[src/rtl/tone_period_meter.sv]
`default_nettype none
// ============================================================================
// Module      : tone_period_meter
// Description : Measures the half-period of a square wave on the 1 MHz clock
//               and reports it on the buzzer generator's divider scale.
// Revision    : 1.0 - initial release
// ============================================================================
module tone_period_meter #(
   parameter int TIMEOUT  = 2047,
   parameter int TOL      = 1,
   parameter int LOCK_CNT = 2,
   parameter int MIN_DIV  = 1
) (
   input  logic        clk_1mhz,
   input  logic        rst_n,
   input  logic        wave_in,
   output logic [10:0] div_est,
   output logic        tone_present,
   output logic        meas_valid
);

   localparam logic [11:0] c_timeout  = 12'(TIMEOUT);
   localparam logic [11:0] c_tol      = 12'(TOL);
   localparam logic [2:0]  c_lock_cnt = 3'(LOCK_CNT);
   localparam logic [10:0] c_min_div  = 11'(MIN_DIV);

   typedef enum logic [1:0] {
      ST_IDLE    = 2'd0,
      ST_ACQUIRE = 2'd1,
      ST_LOCKED  = 2'd2
   } state_t;

   state_t      r_state;
   state_t      w_state_nxt;
   logic        r_s1;
   logic        r_s2;
   logic        r_s3;
   logic [11:0] r_cnt;
   logic [10:0] r_prev_meas;
   logic        r_prev_valid;
   logic [2:0]  r_match_cnt;
   logic [10:0] r_div_est;
   logic        r_meas_valid;

   logic [10:0] w_prev_meas_nxt;
   logic        w_prev_valid_nxt;
   logic [2:0]  w_match_cnt_nxt;
   logic [10:0] w_div_est_nxt;
   logic        w_meas_valid_nxt;

   logic        w_edge;
   logic [10:0] w_meas;
   logic [11:0] w_diff;
   logic [11:0] w_abs;
   logic        w_match;
   logic        w_glitch;
   logic        w_timeout;
   logic [2:0]  w_match_inc;

   assign w_edge      = r_s2 ^ r_s3;
   assign w_meas      = r_cnt[10:0];
   // 12-bit two's-complement difference; bit 11 is the sign, so no wrap
   assign w_diff      = {1'b0, w_meas} - {1'b0, r_prev_meas};
   assign w_abs       = w_diff[11] ? (12'd0 - w_diff) : w_diff;
   assign w_match     = r_prev_valid && (w_abs <= c_tol);
   assign w_glitch    = (w_meas < c_min_div);
   assign w_timeout   = (r_cnt == c_timeout);
   assign w_match_inc = r_match_cnt + 3'd1;

   always_ff @(posedge clk_1mhz or negedge rst_n) begin
      if (!rst_n) begin
         r_s1 <= 1'b0;
         r_s2 <= 1'b0;
         r_s3 <= 1'b0;
      end else begin
         r_s1 <= wave_in;
         r_s2 <= r_s1;
         r_s3 <= r_s2;
      end
   end

   always_ff @(posedge clk_1mhz or negedge rst_n) begin
      if (!rst_n) begin
         r_cnt <= 12'd0;
      end else if (w_edge) begin
         r_cnt <= 12'd0;
      end else if (r_cnt < c_timeout) begin
         r_cnt <= r_cnt + 12'd1;
      end
   end

   always_ff @(posedge clk_1mhz or negedge rst_n) begin
      if (!rst_n) begin
         r_state      <= ST_IDLE;
         r_prev_meas  <= 11'd0;
         r_prev_valid <= 1'b0;
         r_match_cnt  <= 3'd0;
         r_div_est    <= 11'd0;
         r_meas_valid <= 1'b0;
      end else begin
         r_state      <= w_state_nxt;
         r_prev_meas  <= w_prev_meas_nxt;
         r_prev_valid <= w_prev_valid_nxt;
         r_match_cnt  <= w_match_cnt_nxt;
         r_div_est    <= w_div_est_nxt;
         r_meas_valid <= w_meas_valid_nxt;
      end
   end

   always_comb begin
      w_state_nxt      = r_state;
      w_prev_meas_nxt  = r_prev_meas;
      w_prev_valid_nxt = r_prev_valid;
      w_match_cnt_nxt  = r_match_cnt;
      w_div_est_nxt    = r_div_est;
      w_meas_valid_nxt = 1'b0;

      case (r_state)
         ST_IDLE: begin
            // The first edge only starts the count; it has no valid interval
            if (w_edge) begin
               w_state_nxt      = ST_ACQUIRE;
               w_prev_valid_nxt = 1'b0;
               w_match_cnt_nxt  = 3'd0;
            end
         end

         ST_ACQUIRE: begin
            if (w_edge) begin
               if (w_glitch) begin
                  w_prev_valid_nxt = 1'b0;
                  w_match_cnt_nxt  = 3'd0;
               end else if (!w_match) begin
                  w_prev_meas_nxt  = w_meas;
                  w_prev_valid_nxt = 1'b1;
                  w_match_cnt_nxt  = 3'd0;
               end else begin
                  w_prev_meas_nxt = w_meas;
                  w_match_cnt_nxt = w_match_inc;
                  if (w_match_inc == c_lock_cnt) begin
                     w_state_nxt      = ST_LOCKED;
                     w_div_est_nxt    = w_meas;
                     w_meas_valid_nxt = 1'b1;
                  end
               end
            end else if (w_timeout) begin
               w_state_nxt      = ST_IDLE;
               w_div_est_nxt    = 11'd0;
               w_prev_valid_nxt = 1'b0;
            end
         end

         ST_LOCKED: begin
            if (w_edge) begin
               w_prev_meas_nxt = w_meas;
               if (!w_glitch && w_match) begin
                  w_div_est_nxt    = w_meas;
                  w_meas_valid_nxt = 1'b1;
               end else begin
                  w_state_nxt      = ST_ACQUIRE;
                  w_match_cnt_nxt  = 3'd0;
                  w_div_est_nxt    = 11'd0;
                  w_prev_valid_nxt = !w_glitch;
               end
            end else if (w_timeout) begin
               w_state_nxt      = ST_IDLE;
               w_div_est_nxt    = 11'd0;
               w_prev_valid_nxt = 1'b0;
            end
         end

         default: begin
            w_state_nxt = ST_IDLE;
         end
      endcase
   end

   assign div_est      = r_div_est;
   assign meas_valid   = r_meas_valid;
   assign tone_present = (r_state == ST_LOCKED);

endmodule
`default_nettype wire

[config.mk]
export PLATFORM = sky130hd
export DESIGN_NAME = tone_period_meter
export DESIGN_NICKNAME = d
export VERILOG_FILES = /design/src/rtl/tone_period_meter.sv
export SDC_FILE = /design/constraint.sdc
export NUM_CORES = 1
export LEC_CHECK = 0
export CAP_MARGIN = 20
export CELL_PAD_IN_SITES_DETAIL_PLACEMENT = 2
export CELL_PAD_IN_SITES_GLOBAL_PLACEMENT = 2
export CORE_MARGIN = 8
export CORE_UTILIZATION = 40
export CTS_BUF_LIST = sky130_fd_sc_hd__clkbuf_8
export CTS_CLUSTER_SIZE = 12
export DETAILED_ROUTE_END_ITERATION = 16
export DONT_BUFFER_PORTS = 1
export GPL_TIMING_DRIVEN = 0
export PLACE_DENSITY = 0.85
export RECOVER_POWER = 50
export SLEW_MARGIN = 10
export SYNTH_ARGS = -nofsm -noshare
export SYNTH_HDL_FRONTEND = slang
export SYNTH_SLANG_ARGS = --single-unit
[constraint.sdc]
create_clock -name clk_1mhz -period 11.1 [get_ports clk_1mhz]
set_clock_uncertainty 0.1 [all_clocks]
set_input_delay 2.22 -clock clk_1mhz [delete_from_list [all_inputs] [get_ports clk_1mhz]]
set_output_delay 2.22 -clock clk_1mhz [all_outputs]
set_load 0.005 [all_outputs]
Yosys cells after proc, flatten, opt, wreduce, memory -nomap -nowiden
Index checks and enable logic that the tools add are counted.
{"block": "classes", "n_eq_ne": 14, "reduce_logical": 12, "n_bitwise": 1, "addsub": 4, "muxes": 46, "order_cmp": 3}
{"op": "11-bit 2-to-1 mux", "count": 10}
{"op": "11-bit one-hot mux with 2 select lines", "count": 2}
{"op": "12-bit 2-to-1 mux", "count": 3}
{"op": "3-bit 2-to-1 mux", "count": 6}
{"op": "2-bit 2-to-1 mux", "count": 8}
{"op": "1-bit 2-to-1 mux", "count": 13}
{"op": "12-bit by 1-bit adder with 12-bit output (second input constant)", "count": 1}
{"op": "12-bit by 11-bit equality test with 1-bit output (second input constant)", "count": 1}
{"op": "12-bit by 1-bit <= comparator with 1-bit output (second input constant)", "count": 1}
{"op": "12-bit by 11-bit < comparator with 1-bit output (second input constant)", "count": 1}
{"op": "3-bit inequality test (second input constant)", "count": 4}
{"op": "4-bit AND reduction", "count": 3}
{"op": "1-bit by 12-bit subtractor with 12-bit output (first input constant)", "count": 1}
{"op": "11-bit by 11-bit subtractor with 12-bit output", "count": 1}
{"op": "11-bit by 1-bit < comparator with 1-bit output (second input constant)", "count": 1}
{"op": "5-bit AND reduction", "count": 2}
{"op": "3-bit one-hot mux with 3 select lines", "count": 1}
{"op": "2-bit inequality test (second input constant)", "count": 4}
{"op": "2-bit one-hot mux with 3 select lines", "count": 1}
{"op": "4-bit inequality test (second input constant)", "count": 1}
{"op": "2-bit nonzero test", "count": 2}
{"op": "3-bit by 1-bit adder with 3-bit output (second input constant)", "count": 1}
{"op": "3-bit by 2-bit equality test with 1-bit output (second input constant)", "count": 1}
{"op": "1-bit one-hot mux with 3 select lines", "count": 1}
{"op": "other kinds (9)", "count": 10}
{"block": "word_totals", "reg_bits": 44, "elab_cells": 90}

Logic depth before layout (Yosys ltp)
Gate-level depths: netlist of run 1.
{"block": "logic_depth", "ltp_word": 9, "ltp_mapped": 14, "mapped_depth_nobuf": 13}

Least setup slack after synthesis of run 1
Ideal clock, no wire load.
{"block": "synth_timing", "path_kind": "register to register", "from": "register r_cnt[0]", "to": "register r_div_est[0], in the netlist div_est[0]", "path_buffers": 1, "path_stages_with_launch": 14, "path_slack_ns": 7.141, "synth_period_minus_slack_ns": 3.959, "arrival_time_ns": 3.779, "required_ns": 10.920, "path_cell_list": "dfrtp_1 > inv_1 > ha_1 > fa_1 > ha_1 > nand3b_1 > mux2_2 > or3_1 > a211o_1 > a2111oi_4 > a41oi_2 > or4_1 > buf_6 > o22ai_2"}
{"block": "synth_between", "elab_chain_cells": 9, "elab_cells_between_ends": 20}
{"element": "from (decl)", "line": "38", "rtl": "logic [11:0] r_cnt;"}
{"element": "from (signal assigned)", "line": "88", "rtl": "r_cnt <= r_cnt + 12'd1;"}
{"element": "11-bit by 11-bit subtractor with 12-bit output", "line": "63", "rtl": "assign w_diff = {1'b0, w_meas} - {1'b0, r_prev_meas};"}
{"element": "1-bit by 12-bit subtractor with 12-bit output", "line": "64", "rtl": "assign w_abs = w_diff[11] ? (12'd0 - w_diff) : w_diff;"}
{"element": "12-bit 2-to-1 mux", "line": "64"}
{"element": "12-bit by 1-bit <= comparator with 1-bit output", "line": "65", "rtl": "assign w_match = r_prev_valid && (w_abs <= c_tol);"}
{"element": "1-bit logical AND", "line": "65"}
{"element": "1-bit logical AND", "line": "156", "rtl": "if (!w_glitch && w_match) begin"}
{"element": "11-bit 2-to-1 mux", "line": "156"}
{"element": "11-bit 2-to-1 mux", "line": "154", "rtl": "if (w_edge) begin"}
{"element": "11-bit one-hot mux with 2 select lines", "line": "118", "rtl": "case (r_state)"}
{"element": "to (signal assigned)", "line": "105", "rtl": "r_div_est <= w_div_est_nxt;"}
{"element": "to (decl)", "line": "42", "rtl": "logic [10:0] r_div_est;"}
Several ways; a longest one is shown, not always the timed one. The select of a mux whose other input is x is not followed.
A chain may end at the register's enable or synchronous reset.

Worst setup path in the final report of run 1
{"block": "layout_timing", "from": "register r_cnt[0]", "to": "register r_div_est[4], in the netlist div_est[4]"}
The elaborated chain is that of the path after synthesis.

==> summary.txt, run 1 <==
Run status
  • Status: finished, final reports clean

STA
  • Fmax: 219 MHz
  • Slew margin rel.: 40.7%
  • Final period util: 41.1%
  • Worst-Margin Slew: 881 ps
  • Fin Setup TNS: 0 ps
  • RSZ-0062 raised after global routing: no
  • Slack of the critical path: 6540 ps
  • Post-layout min period: 4560 ps
  • Slew Limit Fails: 0
  • Final Hold Fails: 0
  • Final Setup Violations: 0

Synth
  • Cell area after synthesis: 0.00323 sq mm
  • Mapped Cells: 365
  • Register area share after synthesis: 34.1%
  • Syn_nets: 388
  • Synth Area per Inst: 8.86 sq um
  • EDFF count, synth: 0
  • Ys flop type: dfrtp_1
  • Yosys reg bits: 44
  • Synthesis warning total: 0
  • Post-synth cell types: 67
  • Async S/R FF share, synth: 100%

Critical path
  • Crit Path Category: flip-flop to flip-flop
  • Worst EP arrival: 4690 ps
  • CP endpoint kind: flip-flop
  • CP Launch Type: flip-flop
  • Worst EP required: 11220 ps
  • Critical path fanouts, max: 10

Placement
  • Placement Cell Area: 0.00336 sq mm
  • DP HPWL: 7260 um
  • Post-Place Setup Slack: 6610 ps
  • Final GP Congestion: 0.787
  • IO buf count: 0

CTS
  • Clk root buf: clkbuf_8
  • Clock-pin slew on the worst setup and hold paths: 80 ps
  • Clk_lat worst skew: 300 ps
  • Total CTS buffers: 5
  • # resized after CTS: 0
  • Max H-tree Level: 2
  • Post-CTS setup buffer count: 0
  • Clock Path Buffers: 2
  • CTS tree: yes
  • Cts hold-fix bufs: 0
  • # clock sinks: 44

Floorplan
  • Core Area: 0.00777 sq mm
  • DIE AREA: 0.0112 sq mm
  • Initial core utilization: 41.6%
  • Num rows: 32
  • IO Pins: 16
  • Die Y: 106 um
  • Die Width: 106 um

Routing
  • DR WL/cell: 20.3 um
  • Routed via count: 2785
  • Initial DRC count: 95
  • Drt drc: 0
  • Routed wire length: 9660 um
  • Top sig layer: met4
  • Number of routed nets with antenna violations: 0
  • DR pass1 iterations: 4
  • Met3 wire len: 216 um
  • Met2 wire len: 4860 um
  • WL met1: 4490 um
  • Vias per cell: 5.86

Finish
  • Final core utilization: 44.5%
  • Syn-to-layout area delta: 6.85%
  • Filler cell count: 883
  • Area of all sequential standard cells: 0.00110 sq mm
  • Share of layout cells above drive strength 1: 13.4%
  • Final #Nets: 395
  • Area of the multi-input gates: 0.00189 sq mm
  • Most common cell after layout, fill and taps aside: dfrtp_1
  • Final instance area: 0.00345 sq mm
  • Most frequent cells in the layout: dfrtp_1, inv_1, nor2_1
  • Diode count: 0

GRT
  • Total track usage: 17.7%
  • First-pass GRT wire length: 16200 um
  • Vias in the first global route: 3035
  • Largest net degree at the start of global routing: 45
  • Initial antenna violation count: 0
  • Grt total ovfl: 0

Pwr
  • PwrDens: 211 mW/mm^2
  • Tot Pwr: 0.000730 W
  • Peak VDD IR: 0.0908 mV
  • Static leakage: 1.39 nW

Run
  • Max-cap check violation count: 0

Worst hold path
  • Worst hold path class: flip-flop to flip-flop
-- sequential cells by signal, indices dropped and copies added, names as in the netlist --
register / flops
r_cnt: 12
meas_valid: 1
r_s1: 1
r_match_cnt: 3
r_s3: 1
r_prev_valid: 1
r_s2: 1
r_prev_meas: 11
r_state: 2
div_est: 11
-- through the flow --
step	std cells	hold slack [ps]
after floorplan	365	231
after global placement	467	245
after detailed placement	467	247
after CTS	475	275
after global routing	475	278
final	475	271
-- Yosys cell counts, types with 4 or more instances --
cell,n,area share [%]
a31oi_1,6,1.2
clkbuf_1,4,0.46
o21ai_0,30,4.6
o22ai_1,6,1.2
nand2_1,27,3.1
nor2_1,39,4.5
inv_1,39,4.5
dfrtp_1,44,34
xor2_1,4,1.1
ha_1,19,7.4
xnor2_1,15,4.1
a21oi_1,15,2.3
and3_2,5,1.2
nand3_1,12,1.9
nor4_1,9,1.7
o22ai_2,10,3.9
-- logic make-up (layout without fill, tap and decap cells) --
kind of cell | after synthesis | count (layout) | synth area share (%)
multiplexers | 4 | 4 | 1.32
AO/OA/AOI/OAI | 98 | 98 | 22.6
flip-flops | 44 | 44 | 34.1
buffers and inverters | 51 | 59 | 7.58
XOR/XNOR | 21 | 21 | 6.15
adder cells (fa/ha/maj) | 20 | 20 | 7.97
AND/OR/NAND/NOR | 127 | 127 | 20.3
-- report_power, final --
part	internal (W)	total (W)	switching [W]
sequential	0.000172	0.000186	0.0000133
combinational	0.000163	0.000438	0.000275
clock	0.0000497	0.000106	0.0000567
total	0.000385	0.000730	0.000345
-- metal layers --
| metal | vias up | GRT usage (%) |
|---|---|---|
| met5 | - | 0 |
| met2 | 32 | 30.6 |
| li1 | 1301 | - |
| met3 | 10 | 2.36 |
| met1 | 1442 | 23.0 |
| met4 | 0 | 3.82 |
-- worst max-delay path, cell delays in order (launching register included) --
cell and delay [ps]:
dfrtp_1 470, inv_1 160, ha_1 260, fa_1 460
xnor2_1 240, nor3_1 90, mux2i_1 390, o211ai_1 190
xnor2_1 230, or2b_1 280, a2111oi_4 470, a41oi_2 250
or4_1 580, buf_6 190, o22ai_2 120
-- cell type report --
type	instances	share of cell area, %
clock buffer	6	2.39
buffer	12	2.86
multi-input combinational	270	54.6
clock inverter	2	0.326
sequential	44	31.9
tap	102	3.69
inverter	39	4.24
-- final timing paths --
check                                     start                     end  slack (ps)  cells after the start
min                              r_s1$_DFF_PN0_          r_s2$_DFF_PN0_         270                      0
min reg2reg                      r_s1$_DFF_PN0_          r_s2$_DFF_PN0_         270                      0
max                        r_cnt[0]$_DFFE_PN0P_  div_est[4]$_DFFE_PN0P_        6540                     14
max reg2reg                r_cnt[0]$_DFFE_PN0P_  div_est[4]$_DFFE_PN0P_        6540                     14
min in group asynchronous                 rst_n    r_cnt[4]$_DFFE_PN0P_        1510                      0
max in group asynchronous                 rst_n  r_state[0]$_DFFE_PN0P_        9300                      0
Note: power is estimated with default switching activity, not from simulation.
==> run 2: changes to the inputs <==
--- a/config.mk
+++ b/config.mk
@@ -5,17 +5,18 @@
 export SDC_FILE = /design/constraint.sdc
 export NUM_CORES = 1
 export LEC_CHECK = 0
+export ABC_AREA = 1
 export CAP_MARGIN = 20
 export CELL_PAD_IN_SITES_DETAIL_PLACEMENT = 2
 export CELL_PAD_IN_SITES_GLOBAL_PLACEMENT = 2
 export CORE_MARGIN = 8
-export CORE_UTILIZATION = 40
+export CORE_UTILIZATION = 37
 export CTS_BUF_LIST = sky130_fd_sc_hd__clkbuf_8
 export CTS_CLUSTER_SIZE = 12
 export DETAILED_ROUTE_END_ITERATION = 16
 export DONT_BUFFER_PORTS = 1
 export GPL_TIMING_DRIVEN = 0
-export PLACE_DENSITY = 0.85
+export PLACE_DENSITY = 0.87
 export RECOVER_POWER = 50
 export SLEW_MARGIN = 10
 export SYNTH_ARGS = -nofsm -noshare
==> constraint.sdc (replaced) <==
create_clock -name clk_1mhz -period 4.4 [get_ports clk_1mhz]
set_clock_uncertainty 0.1 [all_clocks]
set_input_delay 0.88 -clock clk_1mhz [delete_from_list [all_inputs] [get_ports clk_1mhz]]
set_output_delay 0.88 -clock clk_1mhz [all_outputs]
set_load 0.005 [all_outputs]
==> run 2 against run 1 <==
Effect of this change: clock power increased to 3.5 times the previous value; synthesized cell count grew 41%; worst setup slack got worse by 5600 ps; die area rose by 12%; register-to-register slack got worse by 5600 ps; combinational power rose to 2.5 times the previous value; cell count up 33%; routed wire length is 9.9% higher; critical endpoint is now r_match_cnt[0]$_DFFE_PN0P_.
==> summary.txt, run 2 <==
Routing
  • Initial DRC count: 107 (+13%)
  • Vias per cell: 5.23 (-11%)
  • Routed wire length: 10600 um (+9.9%)
  • Drt drc: 0 (unchanged)
  • Number of routed nets with antenna violations: 0 (unchanged)
  • DR WL/cell: 16.7 um (-18%)
  • Routed via count: 3313 (+19%)
  • DR pass1 iterations: 4 (unchanged)

Run
  • Max-cap check violation count: 0 (unchanged)

STA
  • Fmax: 287 MHz (+31%)
  • Fin Setup TNS: 0 ps (unchanged)
  • Post-layout min period: 3480 ps (-1080 ps)
  • Final Setup Violations: 0 (unchanged)
  • Slew margin rel.: 59.3% (+19 points)
  • Hold WS: 154 ps (-117 ps)
  • Slew Limit Fails: 0 (unchanged)
  • RSZ-0062 raised after global routing: no
  • Final period util: 79.2% (+38 points)
  • Final Hold Fails: 0 (unchanged)
  • Worst-Margin Slew: 609 ps (-273 ps)

Synth
  • Synthesis warning total: 0 (unchanged)
  • Synth Area per Inst: 6.59 sq um (-26%)
  • Register area share after synthesis: 32.4% (-1.7 points)
  • Cell area after synthesis: 0.00340 sq mm (+5.1%)
  • Top area cells in the synthesized netlist: dfrtp_1, nand2_1, inv_1
  • Synth top area share: 32.4% (-1.7 points)
  • Yosys reg bits: 44 (unchanged)
  • Ys flop type: dfrtp_1
  • Post-synth cell types: 33 (-51%)
  • EDFF count, synth: 0 (unchanged)
  • Cell with the most instances after synthesis: nand2_1
  • Mapped Cells: 516 (+41%)
  • Async S/R FF share, synth: 100% (unchanged)
  • Synth area leader: dfrtp_1
  • Syn_nets: 539 (+39%)
  • Post-synth top cells: nand2_1, inv_1, nor2_1

CTS
  • Cts hold-fix bufs: 0 (unchanged)
  • CTS tree: yes
  • Clk root buf: clkbuf_8
  • Post-CTS setup buffer count: 0 (unchanged)
  • Clock Path Buffers: 2 (unchanged)
  • Max H-tree Level: 2 (unchanged)
  • # clock sinks: 44 (unchanged)
  • Clk_lat worst skew: 310 ps (about the same)
  • Clock-pin slew on the worst setup and hold paths: 80 ps (about the same)
  • # resized after CTS: 0 (unchanged)
  • Total CTS buffers: 5 (unchanged)

Floorplan
  • Core Area: 0.00906 sq mm (+17%)
  • Die Y: 112 um (+5.6%)
  • IO Pins: 16 (unchanged)
  • DIE AREA: 0.0125 sq mm (+12%)
  • Initial core utilization: 37.5% (-4.1 points)
  • Die Width: 112 um (+5.6%)
  • Num rows: 35 (+9.4%)

Placement
  • Placement Cell Area: 0.00354 sq mm (+5.2%)
  • IO buf count: 0 (unchanged)
  • DP HPWL: 8360 um (+15%)
  • Final GP Congestion: 0.888 (+13%)

Finish
  • Most common cell after layout, fill and taps aside: nand2_1
  • Filler cell count: 1111 (+26%)
  • Largest register FFs: 12 (unchanged)
  • Syn-to-layout area delta: 7.88%
  • Final instance area: 0.00367 sq mm (+6.1%)
  • Share of layout cells above drive strength 1: 6.88% (-6.5 points)
  • Diode count: 0 (unchanged)
  • Most frequent cells in the layout: nand2_1, inv_1, nor2_1
  • Largest Register: r_cnt
  • Final #Nets: 546 (+38%)

Critical path
  • Crit Path Category: flip-flop to flip-flop
  • Worst R2R Setup Slack: 920 ps (-5620 ps)
  • Worst EP arrival: 3620 ps (-1070 ps)
  • CP Launch Type: flip-flop
  • Worst EP required: 4530 ps (-6690 ps)
  • CP endpoint kind: flip-flop
  • Critical path fanouts, max: 6 (-4)

GRT
  • Total track usage: 17.8% (+0.12 points)
  • First-pass GRT wire length: 18300 um (+13%)
  • Initial antenna violation count: 0 (unchanged)
  • Largest net degree at the start of global routing: 45 (unchanged)
  • Grt total ovfl: 0 (unchanged)
  • Vias in the first global route: 3797 (+25%)

Pwr
  • Static leakage: 1.88 nW (+35%)
  • Peak VDD IR: 0.292 mV (+220%)
  • PwrDens: 534 mW/mm^2 (+150%)
  • Tot Pwr: 0.00196 W (+170%)

Run status
  • Status: finished, final reports clean

Worst hold path
  • Worst hold path class: input port to asynchronous set/reset pin
[run 2: changes by cell type after synthesis, moves of 10 or more]
cell / delta
nand2_1: +164
o22ai_2: -10
xnor2_1: -15
nand4_1: +10
inv_1: +31
nand3_1: +18
o21ai_0: -10
[run 2: report_power, final]
| group | internal [W] | switching, W |
|---|---|---|
| Combinational | 0.000350 | 0.000762 |
| Clock | 0.000223 | 0.000145 |
| Sequential | 0.000439 | 0.0000372 |
| Total | 0.00101 | 0.000944 |
[run 2: worst paths after layout]
| path | start | end | cells after the start |
|---|---|---|---|
| setup / recovery | r_cnt[0]$_DFFE_PN0P_ | r_match_cnt[0]$_DFFE_PN0P_ | 18 |
| hold / removal | rst_n | div_est[9]$_DFFE_PN0P_ | 0 |
| setup reg to reg | r_cnt[0]$_DFFE_PN0P_ | r_match_cnt[0]$_DFFE_PN0P_ | 18 |
| hold reg to reg | r_s1$_DFF_PN0_ | r_s2$_DFF_PN0_ | 0 |
| max in group asynchronous | rst_n | r_cnt[0]$_DFFE_PN0P_ | 0 |
| min in group clk_1mhz | r_s1$_DFF_PN0_ | r_s2$_DFF_PN0_ | 0 |
[run 2: metal layers]
metal	share of wire [%]	track usage, %	vias up
met5	0	0	-
met4	1.9	5.65	0
met3	2.3	2.38	16
met2	53	33.8	38
met1	43	20.0	1603
li1	-	-	1656
[run 2: metrics by stage]
step	utilization (%)	cells	worst slack, ps
6_report	40.4	634	916
3_3_place_gp	39.0	627	1090
3_5_place_dp	39.0	627	948
4_1_cts	40.4	634	902
5_1_grt	40.4	634	594
2_1_floorplan	-	516	1490
[run 2: worst max-delay path, stage by stage, from the launching register on]
cell and delay [ps]:
dfrtp_1 390, inv_1 140, ha_1 260, fa_1 540, ha_1 190, inv_1 80, nor2_1 150, nand3_1 170
nor2_1 130, nand2_1 80, nand2_1 100, o21ai_1 70, nor2_1 100, nand2_1 90, nor2_2 180, nand2_1 140
nor2_2 250, nand2_1 100, o21ai_1 150
[run 2: cells by family (layout without fill, tap and decap cells)]
| logic type | count (synthesis) | count (layout) | synth area share (%) |
|---|---|---|---|
| compound gates | 59 | 59 | 10.6 |
| xor+xnor | 1 | 1 | 0.258 |
| fa+ha+maj | 20 | 20 | 7.58 |
| buf+inv | 80 | 87 | 9.76 |
| flops | 44 | 44 | 32.4 |
| simple gates | 312 | 312 | 39.4 |
[run 2: layout make-up]
class	count	area [sq um]	share of cell area [%]
plain buffers	9	65.1	1.77
clock buffers	5	68.8	1.88
inverters	71	267	7.27
flip-flops and latches	44	1100	30.0
well taps	111	139	3.79
clock inverters	2	60.1	1.64
multi-input cells	392	1970	53.6
